<file path="config.mk">
export PLATFORM = sky130hd
export DESIGN_NAME = vending_machine_multi
export DESIGN_NICKNAME = d
export VERILOG_FILES = /design/src/rtl/vending_machine_multi.sv
export SDC_FILE = /design/constraint.sdc
export NUM_CORES = 1
export LEC_CHECK = 0
export ABC_AREA = 1
export ABC_CLOCK_PERIOD_IN_PS = 7100
export CAP_MARGIN = 30
export CORE_MARGIN = 8
export CORE_UTILIZATION = 42
export CTS_BUF_LIST = sky130_fd_sc_hd__clkbuf_8 sky130_fd_sc_hd__clkbuf_16
export CTS_CLUSTER_DIAMETER = 120
export DETAILED_ROUTE_END_ITERATION = 10
export GPL_ROUTABILITY_DRIVEN = 1
export PLACE_DENSITY = 0.66
export REMOVE_ABC_BUFFERS = 1
export SYNTH_ARGS = -nofsm -noshare
export SYNTH_HDL_FRONTEND = slang
export SYNTH_SLANG_ARGS = --single-unit
</file>
<file path="constraint.sdc">
create_clock -name clk -period 7.1 [get_ports clk]
set_input_delay 1.775 -clock clk [delete_from_list [all_inputs] [get_ports clk]]
set_output_delay 1.775 -clock clk [all_outputs]
set_load 0.05 [all_outputs]
</file>
<file path="src/rtl/vending_machine_multi.sv">
// Multi-item vending controller: bounded coin credit, per-item prices, greedy coin-by-coin change.
// Define VEND_STOCK_EN to build per-item stock counters with sold-out flags and restock.
module vending_machine_multi #(
    parameter int NUM_ITEMS = 4,
    parameter int BAL_W = 8,
    parameter logic [NUM_ITEMS*BAL_W-1:0] PRICES = {8'd100, 8'd75, 8'd50, 8'd25},
    parameter int MAX_BALANCE = 200,
    parameter int STOCK_W = 4,
    parameter int STOCK_INIT = 3,
    localparam int ITEM_W = (NUM_ITEMS > 1) ? $clog2(NUM_ITEMS) : 1
) (
    input  logic                 clk,
    input  logic                 rst,
    input  logic                 in_coin_5,
    input  logic                 in_coin_10,
    input  logic                 in_coin_25,
    input  logic                 sel_valid,
    input  logic [ITEM_W-1:0]    sel_item,
    input  logic                 cancel,
    input  logic                 restock,
    input  logic                 coin_out_ready,
    output logic                 product_dispense,
    output logic [ITEM_W-1:0]    dispense_item,
    output logic                 coin_out_valid,
    output logic [BAL_W-1:0]     coin_out_value,
    output logic [BAL_W-1:0]     change_out,
    output logic [BAL_W-1:0]     current_balance,
    output logic                 coin_reject,
    output logic                 sel_error,
    output logic [NUM_ITEMS-1:0] sold_out,
    output logic                 busy
);

    typedef enum logic [1:0] {
        S_IDLE,
        S_VEND,
        S_CHANGE
    } state_t;

    localparam logic [BAL_W:0] MAX_SUM = (BAL_W+1)'(MAX_BALANCE);

    state_t               state_q;
    logic [BAL_W-1:0]     bal_q;
    logic [BAL_W-1:0]     change_q;
    logic [BAL_W-1:0]     coin_value_q;
    logic [ITEM_W-1:0]    item_q;
    logic                 dispense_q;
    logic                 coin_valid_q;
    logic                 reject_q;
    logic                 sel_err_q;
    logic                 busy_q;
    logic [NUM_ITEMS-1:0] sold_w;

    logic [2:0]           coins;
    logic                 coin_any;
    logic                 coin_one;
    logic [BAL_W:0]       coin_amt_d;
    logic [BAL_W:0]       coin_sum_d;
    logic                 coin_fits_d;
    logic                 sel_in_range_d;
    logic                 sel_sold_d;
    logic                 sel_ok_d;
    logic [BAL_W-1:0]     sel_price_d;
    logic [BAL_W-1:0]     vend_rem_d;
    logic [BAL_W-1:0]     pay_rem_d;

    function automatic logic [BAL_W-1:0] price_of(input logic [ITEM_W-1:0] idx);
        logic [BAL_W-1:0] p;
        p = '0;
        for (int i = 0; i < NUM_ITEMS; i++) begin
            if (idx == ITEM_W'(i)) p = PRICES[i*BAL_W +: BAL_W];
        end
        return p;
    endfunction

    // Largest hopper coin not exceeding the amount still owed.
    function automatic logic [BAL_W-1:0] next_coin(input logic [BAL_W-1:0] amount);
        logic [BAL_W-1:0] c;
        if (amount >= BAL_W'(25))      c = BAL_W'(25);
        else if (amount >= BAL_W'(10)) c = BAL_W'(10);
        else                           c = BAL_W'(5);
        return c;
    endfunction

    assign coins    = {in_coin_25, in_coin_10, in_coin_5};
    assign coin_any = |coins;
    assign coin_one = $onehot(coins);

    always_comb begin
        coin_amt_d = '0;
        if (in_coin_25)      coin_amt_d = (BAL_W+1)'(25);
        else if (in_coin_10) coin_amt_d = (BAL_W+1)'(10);
        else if (in_coin_5)  coin_amt_d = (BAL_W+1)'(5);
    end

    assign coin_sum_d     = {1'b0, bal_q} + coin_amt_d;
    assign coin_fits_d    = coin_one && (coin_sum_d <= MAX_SUM);
    assign sel_price_d    = price_of(sel_item);
    assign sel_in_range_d = ({1'b0, sel_item} < (ITEM_W+1)'(NUM_ITEMS));

    always_comb begin
        sel_sold_d = 1'b0;
        for (int i = 0; i < NUM_ITEMS; i++) begin
            if (sel_item == ITEM_W'(i)) sel_sold_d = sold_w[i];
        end
    end

    // Price is checked against the balance before any same-cycle coin.
    assign sel_ok_d   = sel_in_range_d && (bal_q >= sel_price_d) && !sel_sold_d;
    assign vend_rem_d = bal_q - price_of(item_q);
    assign pay_rem_d  = bal_q - coin_value_q;

    always_ff @(posedge clk) begin
        if (rst) begin
            state_q      <= S_IDLE;
            bal_q        <= '0;
            change_q     <= '0;
            coin_value_q <= '0;
            item_q       <= '0;
            dispense_q   <= 1'b0;
            coin_valid_q <= 1'b0;
            reject_q     <= 1'b0;
            sel_err_q    <= 1'b0;
            busy_q       <= 1'b0;
        end else begin
            dispense_q <= 1'b0;
            reject_q   <= coin_any;
            sel_err_q  <= sel_valid;
            case (state_q)
                S_IDLE: begin
                    if (cancel && (bal_q != '0)) begin
                        // Coins arriving with the cancel are handed back so the refund matches change_out.
                        sel_err_q    <= 1'b0;
                        change_q     <= bal_q;
                        coin_valid_q <= 1'b1;
                        coin_value_q <= next_coin(bal_q);
                        busy_q       <= 1'b1;
                        state_q      <= S_CHANGE;
                    end else begin
                        reject_q  <= coin_any && !coin_fits_d;
                        sel_err_q <= sel_valid && !sel_ok_d;
                        if (coin_fits_d) bal_q <= coin_sum_d[BAL_W-1:0];
                        if (sel_valid && sel_ok_d) begin
                            item_q     <= sel_item;
                            dispense_q <= 1'b1;
                            busy_q     <= 1'b1;
                            state_q    <= S_VEND;
                        end
                    end
                end
                S_VEND: begin
                    bal_q    <= vend_rem_d;
                    change_q <= vend_rem_d;
                    if (vend_rem_d != '0) begin
                        coin_valid_q <= 1'b1;
                        coin_value_q <= next_coin(vend_rem_d);
                        state_q      <= S_CHANGE;
                    end else begin
                        busy_q  <= 1'b0;
                        state_q <= S_IDLE;
                    end
                end
                S_CHANGE: begin
                    if (coin_out_ready) begin
                        bal_q <= pay_rem_d;
                        if (pay_rem_d == '0) begin
                            coin_valid_q <= 1'b0;
                            coin_value_q <= '0;
                            busy_q       <= 1'b0;
                            state_q      <= S_IDLE;
                        end else begin
                            coin_value_q <= next_coin(pay_rem_d);
                        end
                    end
                end
                default: begin
                    coin_valid_q <= 1'b0;
                    busy_q       <= 1'b0;
                    state_q      <= S_IDLE;
                end
            endcase
        end
    end

`ifdef VEND_STOCK_EN
    logic [STOCK_W-1:0] stock_q [NUM_ITEMS];

    // Restock overrides a dispense decrement landing on the same edge.
    always_ff @(posedge clk) begin
        for (int i = 0; i < NUM_ITEMS; i++) begin
            if (rst || restock) begin
                stock_q[i] <= STOCK_W'(STOCK_INIT);
            end else if ((state_q == S_VEND) && (item_q == ITEM_W'(i)) && (stock_q[i] != '0)) begin
                stock_q[i] <= stock_q[i] - STOCK_W'(1);
            end
        end
    end

    always_comb begin
        for (int i = 0; i < NUM_ITEMS; i++) begin
            sold_w[i] = (stock_q[i] == '0);
        end
    end
`else
    logic unused_stock_cfg;
    assign unused_stock_cfg = restock ^ (STOCK_W > 0) ^ (STOCK_INIT > 0);
    assign sold_w = '0;
`endif

    assign product_dispense = dispense_q;
    assign dispense_item    = item_q;
    assign coin_out_valid   = coin_valid_q;
    assign coin_out_value   = coin_value_q;
    assign change_out       = change_q;
    assign current_balance  = bal_q;
    assign coin_reject      = reject_q;
    assign sel_error        = sel_err_q;
    assign sold_out         = sold_w;
    assign busy             = busy_q;

endmodule
</file>
# Word level (Yosys, flattened, before mapping)
# Cells that the tools add are included.
totals:
  register_bits: 33
  output_inout_bits: 35
  word_cells: 114
op_classes:
  addsub: 5
  magnitude_cmp: 8
  eq_ne: 17
  mux: 48
  n_bitwise: 2
  reduce_logical: 24
ops:
  columns: ["op", "count"]
  rows:
  - ["two-way mux 8 bit", 12]
  - ["one-hot mux 8 bit (3 select lines)", 2]
  - ["two-way mux 5 bit", 6]
  - ["greater-or-equal comparator 8 x 4 -> 1 bit, second input constant", 3]
  - ["greater-or-equal comparator 8 x 5 -> 1 bit, second input constant", 3]
  - ["two-way mux 4 bit", 4]
  - ["one-hot mux 8 bit (2 select lines)", 1]
  - ["AND reduction 4 bit", 4]
  - ["nonzero test 8 bit", 2]
  - ["subtractor 8 bit", 2]
  - ["inequality test 2 bit, second input constant", 7]
  - ["two-way mux 1 bit", 12]
  - ["equality test 2 bit, second input constant", 5]
  - ["two-way mux 2 bit", 5]
  - ["adder 8 x 9 -> 9 bit", 1]
  - ["<= comparator 9 x 8 -> 1 bit, second input constant", 1]
  - ["two-way mux 9 bit", 1]
  - ["equality test 2 x 1 -> 1 bit, second input constant", 4]
  - ["greater-or-equal comparator 8 bit", 1]
  - ["zero test 8 bit", 1]
  - ["zero test 2 bit", 3]
  - ["two-way mux 6 bit", 1]
  - ["one-hot mux 1 bit (3 select lines)", 2]
  - ["one-hot mux 2 bit (3 select lines)", 1]
  - ["12 further kinds", 20]

# Depth between registers and ports, before layout
# Gate-level depths: netlist (run 1).
logic_depth:
  word_depth: 11
  mapped_depth: 19
  ltp_nobuf: 19

# Least setup slack after synthesis (run 1)
# No wires, ideal clock.
synth_path:
  path_type: "input port to flip-flop"
  from: "in in_coin_5"
  to: "reg bal_q[1], in the netlist current_balance[1]"
  setup_ns: 0.118
  t_arrival_ns: 3.595
  setup_slack_ns: 3.387
  path_stages: 17
  n_path_buf: 1
  cell_sequence: "inv_1 o21ai_0 ha_1 fa_1 nand3_1 nand2_1 nand2_1 nand2_1 nand2_1 nand3_1 a21oi_2 nand2_1 nand2_2 nand2_2 buf_6 a21oi_1 nor2_1"
synth_via:
  elab_chain_len: 8
synth_rtl:
  columns: ["item", "line", "source"]
  rows:
  - ["start: declaration", "14", "input logic in_coin_5,"]
  - ["two-way mux 3 bit", "93", "else if (in_coin_5) coin_amt_d = (BAL_W+1)'(5);"]
  - ["two-way mux 4 bit", "92", "else if (in_coin_10) coin_amt_d = (BAL_W+1)'(10);"]
  - ["two-way mux 9 bit", "91", "if (in_coin_25) coin_amt_d = (BAL_W+1)'(25);"]
  - ["adder 8 x 9 -> 9 bit", "96", "assign coin_sum_d = {1'b0, bal_q} + coin_amt_d;"]
  - ["<= comparator 9 x 8 -> 1 bit", "97", "assign coin_fits_d = coin_one && (coin_sum_d <= MAX_SUM);"]
  - ["logical AND 1 bit", "97", null]
  - ["inequality test 2 bit (no line)", null, null]
  - ["AND reduction 4 bit (no line)", null, null]
  - ["end signal: assignment", "142", "if (coin_fits_d) bal_q <= coin_sum_d[BAL_W-1:0];"]
  - ["end signal: assignment", "152", "bal_q <= vend_rem_d;"]
  - ["end signal: assignment", "165", "bal_q <= pay_rem_d;"]
  - ["end: declaration", "43", "logic [BAL_W-1:0] bal_q;"]
# Parallel ways exist; a longest one is shown, timed or not. The select of a mux whose other input is x is not followed.
# A chain may end at the register's enable or synchronous reset.

# Final worst setup path (run 1)
layout_path:
  from: "in in_coin_25"
  to: "reg bal_q[7], in the netlist current_balance[7]"
layout_via:
  elab_chain_len: 6
layout_rtl:
  columns: ["item", "line", "source"]
  rows:
  - ["start: declaration", "16", "input logic in_coin_25,"]
  - ["two-way mux 9 bit", "91", null]
  - ["adder 8 x 9 -> 9 bit", "96", null]
  - ["<= comparator 9 x 8 -> 1 bit", "97", null]
  - ["logical AND 1 bit", "97", null]
  - ["inequality test 2 bit (no line)", null, null]
  - ["AND reduction 4 bit (no line)", null, null]
# Parallel ways exist; a longest one is shown, timed or not. The select of a mux whose other input is x is not followed.

==> results of run 1 <==
==> per-layer routing <==
layer  wire, um  vias up  part of all wire, %
li1           -     1739                    -
met1       4140     1521                   45
met2       4350      101                   47
met3        502       18                  5.4
met4        232        0                  2.5
met5          0        -                    0
==> sequential cells by signal, indices dropped and copies added, names as in the netlist <==
signal,cells
coin_out_value,5
dispense_item,2
coin_out_valid,1
sel_error,1
current_balance,8
busy,1
coin_reject,1
state_q,2
product_dispense,1
change_out,8
==> synthesized netlist by cell type, types with 6 or more instances <==
master / instances
nand2_1: 137
inv_1: 68
nor2_1: 52
nand3_1: 46
ha_1: 37
dfxtp_1: 30
o21ai_0: 30
a21oi_1: 29
nand2_2: 10
buf_4: 9
a31oi_1: 6
nand4_1: 6
==> layout make-up <==
| type | count | area (um2) | area share, % |
|---|---|---|---|
| tap | 102 | 128 | 3.32 |
| sequential | 30 | 601 | 15.6 |
| inverter | 75 | 289 | 7.51 |
| clock buffer | 5 | 68.8 | 1.79 |
| timing repair buffer | 37 | 370 | 9.62 |
| clock inverter | 3 | 45.0 | 1.17 |
| multi-input combinational | 408 | 2350 | 61.0 |
==> through the flow <==
| stage | std cells | instance area (um2) |
|---|---|---|
| after floorplan | 513 | 3240 |
| after global placement | 652 | 3730 |
| after detailed placement | 652 | 3730 |
| after CTS | 660 | 3850 |
| after global routing | 660 | 3850 |
| final | 660 | 3850 |
==> critical path, stage by stage <==
cell and delay, ns:
clkdlybuf4s50_1 0.45, inv_1 0.13, o21ai_0 0.10, ha_1 0.24, fa_1 0.41, nand3_1 0.10
nand2_1 0.08, nand2_1 0.09, nand2_1 0.05, nand2_1 0.07, nor2_1 0.06, nor3b_1 0.23
nand2_2 0.09, nand2_2 0.19, nand2_2 0.13, nand2_1 0.09, nand2_1 0.05, nor2_1 0.10
==> cell families after synthesis <==
kind of cell    Yosys count  share of synthesized area, %
flops                    30                          18.0
xor+xnor                  6                          1.58
other cells               1                         0.112
compound gates           77                          13.2
simple gates            277                          38.6
fa+ha+maj                41                          16.3
buf+inv                  93                          12.3
==> worst max-delay path by stage <==
stage / from / end / depth (start not counted) / slack (ns)
after floorplan: in_coin_5 / current_balance[7]$_SDFFE_PP0P_ / 17 / 3.35
after global placement: in_coin_25 / current_balance[5]$_SDFFE_PP0P_ / 18 / 2.64
after detailed placement: in_coin_25 / current_balance[7]$_SDFFE_PP0P_ / 18 / 2.59
after CTS: in_coin_25 / current_balance[7]$_SDFFE_PP0P_ / 18 / 2.88
after global routing: in_coin_25 / current_balance[7]$_SDFFE_PP0P_ / 18 / 2.64
final: in_coin_25 / current_balance[7]$_SDFFE_PP0P_ / 18 / 2.89
==> cell usage in the layout (no fill, tap or decap), types with 6 or more instances in the layout <==
| cell | count |
|---|---|
| o21ai_0 | 30 |
| dfxtp_1 | 30 |
| inv_1 | 68 |
| nor2_1 | 52 |
| ha_1 | 37 |
| conb_1 | 7 |
| a21oi_1 | 29 |
| nand2_2 | 10 |
| nand3_1 | 46 |
| a31oi_1 | 6 |
| nand2_1 | 137 |
| nand4_1 | 6 |
| clkdlybuf4s50_1 | 37 |
==> run_results.csv, run 1 <==
group,metric,value,unit
status,status,"finished clean",
setup_path,crit_type,"primary input to register",
setup_path,r2r-start,"dispense_item[0]$_SDFFE_PP0P_",
routing,wl_per_cell,14.0,um
global_routing,grt_max_degree,27,
sta,maxSlewViolCount,0,
routing,wirelength,9.22,mm
setup_path,crit_arrival,4.44,ns
job,cap_violations,0,
min_path,holdCritStartpoint,"coin_out_value[3]$_SDFFE_PP0P_",
floorplan,chipWidth,105,um
global_routing,grt_antenna_before_repair,0,
clock_tree,clock_path_buffers,2,
global_routing,grt-ovfl-total,0,
logic_synthesis,yosysSeqAreaShare,18.0,%
clock_tree,clock_sinks,30,
sta,hold-worst-slack,0.484,ns
clock_tree,cts_buffers,5,
sta,setup_ws,2.89,ns
global_routing,met3_usage,2.70,%
logic_synthesis,ys_seq_elements,30,
sta,worstMarginPinSlew,0.792,ns
clock_tree,ctsHoldBuffers,0,
floorplan,start_util,43.2,%
min_path,worstHoldPathType,"register to register",
setup_path,r2r-end,"state_q[1]$_SDFFE_PP0P_",
setup_path,regToRegSetupSlack,4.20,ns
cells_and_area,area_growth,15.4,%
logic_synthesis,synth_ff_type,"dfxtp_1",
cells_and_area,antenna_cells,0,
setup_path,cp.required,7.33,ns
sta,finalHoldViolCount,0,
setup_path,r2r_cells,17,
logic_synthesis,ys_top_cells_by_area,"dfxtp_1 (18%), nand2_1 (15%), ha_1 (14%)",
global_routing,grt_usage,17.2,%
clock_tree,clockRootBuffer,"clkbuf_8",
min_path,hold-path-endpoint,"coin_out_value[3]$_SDFFE_PP0P_",
global_routing,grt_pass1_wl,15.8,mm
sta,finalCriticalPeriod,4.21,ns
cells_and_area,layout-drive-gt1-share,9.32,%
logic_synthesis,yosys.area.top_type,"dfxtp_1",
clock_tree,cts_resized,0,
logic_synthesis,yosys.area.top_type_share,18.0,%
sta,period_share,59.3,%
floorplan,die_area,11100,um2
floorplan,die_y,105,um
sta,rsz0062_at_grt,"false",
logic_synthesis,synth_edf_count,0,
sta,slew-limit-headroom,47.2,%
sta,fmax,0.237,GHz
routing,firstDrtPassIters,5,
logic_synthesis,ys_types,41,
routing,drc,0,
placement,port-buffer-count,37,
clock_tree,cts_tree,"yes",
setup_path,endpoint_kind,"register",
cells_and_area,nFillCells,818,
logic_synthesis,async_flop_share,0,%
clock_tree,htreeDepth,2,
setup_path,critPathLaunchType,"primary input",
clock_tree,clk_pin_slew_worst_paths,0.07,ns
sta,final.setup.tns,0,ns
cells_and_area,fin_nets,609,
floorplan,core-area,7730,um2
min_path,worstHoldPathCells,2,
logic_synthesis,synthCells,525,
routing,vias,3379,
global_routing,globalRouteMet2Util,29.8,%
logic_synthesis,yosysWarnings,0,
routing,drt_iter0_markers,170,
sta,worst_clock_skew,0.00797,ns
floorplan,core.rowCount,32,
routing,vias_per_cell,5.12,
sta,final-setup-viol-count,0,
cells_and_area,fin_util,49.8,%
floorplan,ios,46,
placement,pre_cts_ws,2.59,ns
logic_synthesis,synth.avg_cell_area,6.35,um2
global_routing,top_usage_layer,"met2",
clock_tree,insertion_delay,0.29,ns
placement,place.gp.congestion,0.886,
clock_tree,cts_setup_buffers,0,
global_routing,grt_pass1_vias,3340,
global_routing,grt_util_met1,20.8,%
routing,ant_nets,0,
logic_synthesis,syn_area,3340,um2
placement,dp_hpwl,7.21,mm
setup_path,crit_fanout,11,
Power of run 1 is not shown: default switching activity piles up to over one toggle a cycle in this logic, so the estimate is an artifact.
==> inputs of run 2 (changes only) <==
--- a/config.mk
+++ b/config.mk
@@ -6,7 +6,7 @@
 export NUM_CORES = 1
 export LEC_CHECK = 0
 export ABC_AREA = 1
-export ABC_CLOCK_PERIOD_IN_PS = 7100
+export ABC_CLOCK_PERIOD_IN_PS = 4400
 export CAP_MARGIN = 30
 export CORE_MARGIN = 8
 export CORE_UTILIZATION = 42
==> constraint.sdc (replaced) <==
create_clock -name clk -period 4.4 [get_ports clk]
set_input_delay 1.1 -clock clk [delete_from_list [all_inputs] [get_ports clk]]
set_output_delay 1.1 -clock clk [all_outputs]
set_load 0.05 [all_outputs]
==> run 2 against run 1 <==
Net effect:
- register-to-register slack got worse by 2.6 ns
- worst hold slack got worse by 0.0043 ns
- clock skew about the same
- cell area increased by 0.94%
- setup slack got worse by 2.0 ns
- sequential cell count unchanged
- sequential share of layout area decreased by 0.15 points
- critical path depth unchanged
- critical path type unchanged
- cell count increased by 0.15%
- via count increased by 0.56%
- highest routed layer unchanged
- first-iteration DRC count decreased by 18%
==> run_results.csv, run 2 (synthesis gave the netlist of run 1 again) <==
group,metric,value,unit
clock_tree,clock_path_buffers,2,
setup_path,cp.required,4.62,ns
sta,maxSlewViolCount,0,
setup_path,critPathLaunchType,"primary input",
setup_path,crit_top_cell,"nand2_1",
clock_tree,clock_sinks,30,
min_path,hold-path-endpoint,"coin_out_value[3]$_SDFFE_PP0P_",
clock_tree,cts_tree,"yes",
routing,firstDrtPassIters,5,
clock_tree,htreeDepth,2,
cells_and_area,fin_nets,610,
clock_tree,ctsHoldBuffers,0,
cells_and_area,antenna_cells,0,
global_routing,grt-ovfl-total,0,
placement,port-buffer-count,37,
sta,period_share,80.8,%
routing,vias,3398,
cells_and_area,fin_area,3880,um2
setup_path,crit_cells,18,
sta,worstMarginPinSlew,0.792,ns
placement,dp_hpwl,7.33,mm
cells_and_area,nFillCells,817,
setup_path,slowest_delay,0.46,ns
job,cap_violations,0,
cells_and_area,layout-drive-gt1-share,9.48,%
setup_path,r2r-end,"state_q[1]$_SDFFE_PP0P_",
status,status,"finished clean",
clock_tree,clockRootBuffer,"clkbuf_8",
clock_tree,cts_buffers,5,
placement,pre_cts_ws,0.579,ns
sta,rsz0062_at_grt,"false",
setup_path,cp_top_family,"simple AND/OR/NAND/NOR gates",
clock_tree,cts_setup_buffers,0,
setup_path,r2r-start,"dispense_item[0]$_SDFFE_PP0P_",
cells_and_area,area_growth,16.5,%
setup_path,crit_arrival,3.78,ns
routing,wl_per_cell,14.1,um
global_routing,grt_pass1_vias,3314,
setup_path,path_cells,"clkdlybuf4s50_1 -> inv_1 -> o21ai_0 -> ha_1 -> fa_1 -> nand3_1 -> nand2_1 -> nand2_1 -> nand2_1 -> nand2_1 -> nor2_1 -> nor3b_1 -> nand2_2 -> nand2_2 -> nand2_2 -> nand2_1 -> nand2_1 -> nor2_1",
setup_path,crit_fanout,11,
min_path,worstHoldPathCells,2,
floorplan,die_y,105,um
setup_path,r2r_cells,17,
cells_and_area,regArea,601,um2
setup_path,setup.worst_path.start,"in_coin_25",
sta,slew-limit-headroom,47.1,%
floorplan,start_util,43.2,%
min_path,worstHoldPathType,"register to register",
floorplan,chipWidth,105,um
cells_and_area,layout_commonest_cell,"nand2_1",
global_routing,grt_max_degree,27,
cells_and_area,layout_common_cells,"nand2_1 (137), inv_1 (68), nor2_1 (52), nand3_1 (46)",
floorplan,core.rowCount,32,
sta,finalCriticalPeriod,3.55,ns
sta,finalHoldViolCount,0,
setup_path,cp_num_buf_inv,2,
routing,wirelength,9.29,mm
floorplan,ios,46,
routing,ant_nets,0,
setup_path,regToRegSetupSlack,1.56,ns
sta,setup_ws,0.846,ns
global_routing,grt_pass1_wl,15.7,mm
global_routing,grt_usage,17.0,%
floorplan,core-area,7730,um2
global_routing,grt_antenna_before_repair,0,
routing,drc,0,
setup_path,crit_type,"primary input to register",
sta,worst_clock_skew,0.00829,ns
placement,place.gp.congestion,0.909,
clock_tree,clk_pin_slew_worst_paths,0.06,ns
sta,hold-worst-slack,0.480,ns
floorplan,die_area,11100,um2
routing,drt_iter0_markers,139,
min_path,holdCritStartpoint,"coin_out_value[3]$_SDFFE_PP0P_",
sta,final-setup-viol-count,0,
routing,vias_per_cell,5.14,
clock_tree,insertion_delay,0.29,ns
cells_and_area,multi_input_area,2350,um2
setup_path,endpoint_kind,"register",
clock_tree,cts_resized,0,
placement,dpl_cell_area,3740,um2
sta,final.setup.tns,0,ns
sta,fmax,0.281,GHz
setup_path,critical_path.slowest_cell,"clkdlybuf4s50_1",
run 2: changes by cell type in the layout (fill, tap and decap cells not counted), sizes merged:
cell / delta
clkinvlp: -2
buf: +1
clkbuf: +1
bufinv: +1
run 2: layer usage:
layer  global-route usage [%]  wire length, um  share of wire [%]  vias to the layer above
met5                        0                0                  0                        -
met4                     5.71              200                2.2                        0
met3                     2.64              588                6.3                       21
met2                     28.6             4340                 47                      108
met1                     21.5             4160                 45                     1526
li1                         -                -                  -                     1743
run 2: area by class of cell:
class	instances	area share, %
Timing Repair Buffer	38	9.73
Multi-Input combinational cell	408	60.4
Inverter	75	7.44
Tap cell	102	3.29
Clock buffer	6	2.13
Sequential cell	30	15.5
Clock inverter	2	1.55
run 2: through the flow:
stage	cells	utilization, %
finish	661	50.3
global route	661	50.3
CTS	661	50.3
detailed placement	653	48.4
global placement	653	48.4
floorplan	513	-
run 2: worst min-delay path: stages, from the launching register on:
cell and delay, ns:
dfxtp_1 0.32, nand2_1 0.06, a21oi_1 0.05
run 2: worst max-delay path by stage:
| stage | end | slack [ns] |
|---|---|---|
| 5_1_grt | current_balance[5]$_SDFFE_PP0P_ | 0.64 |
| 3_3_place_gp | current_balance[5]$_SDFFE_PP0P_ | 0.63 |
| 3_5_place_dp | current_balance[6]$_SDFFE_PP0P_ | 0.58 |
| 4_1_cts | current_balance[6]$_SDFFE_PP0P_ | 0.86 |
| 2_1_floorplan | current_balance[7]$_SDFFE_PP0P_ | 1.32 |
| 6_report | current_balance[5]$_SDFFE_PP0P_ | 0.85 |
Power of run 2 is left out for the same reason.
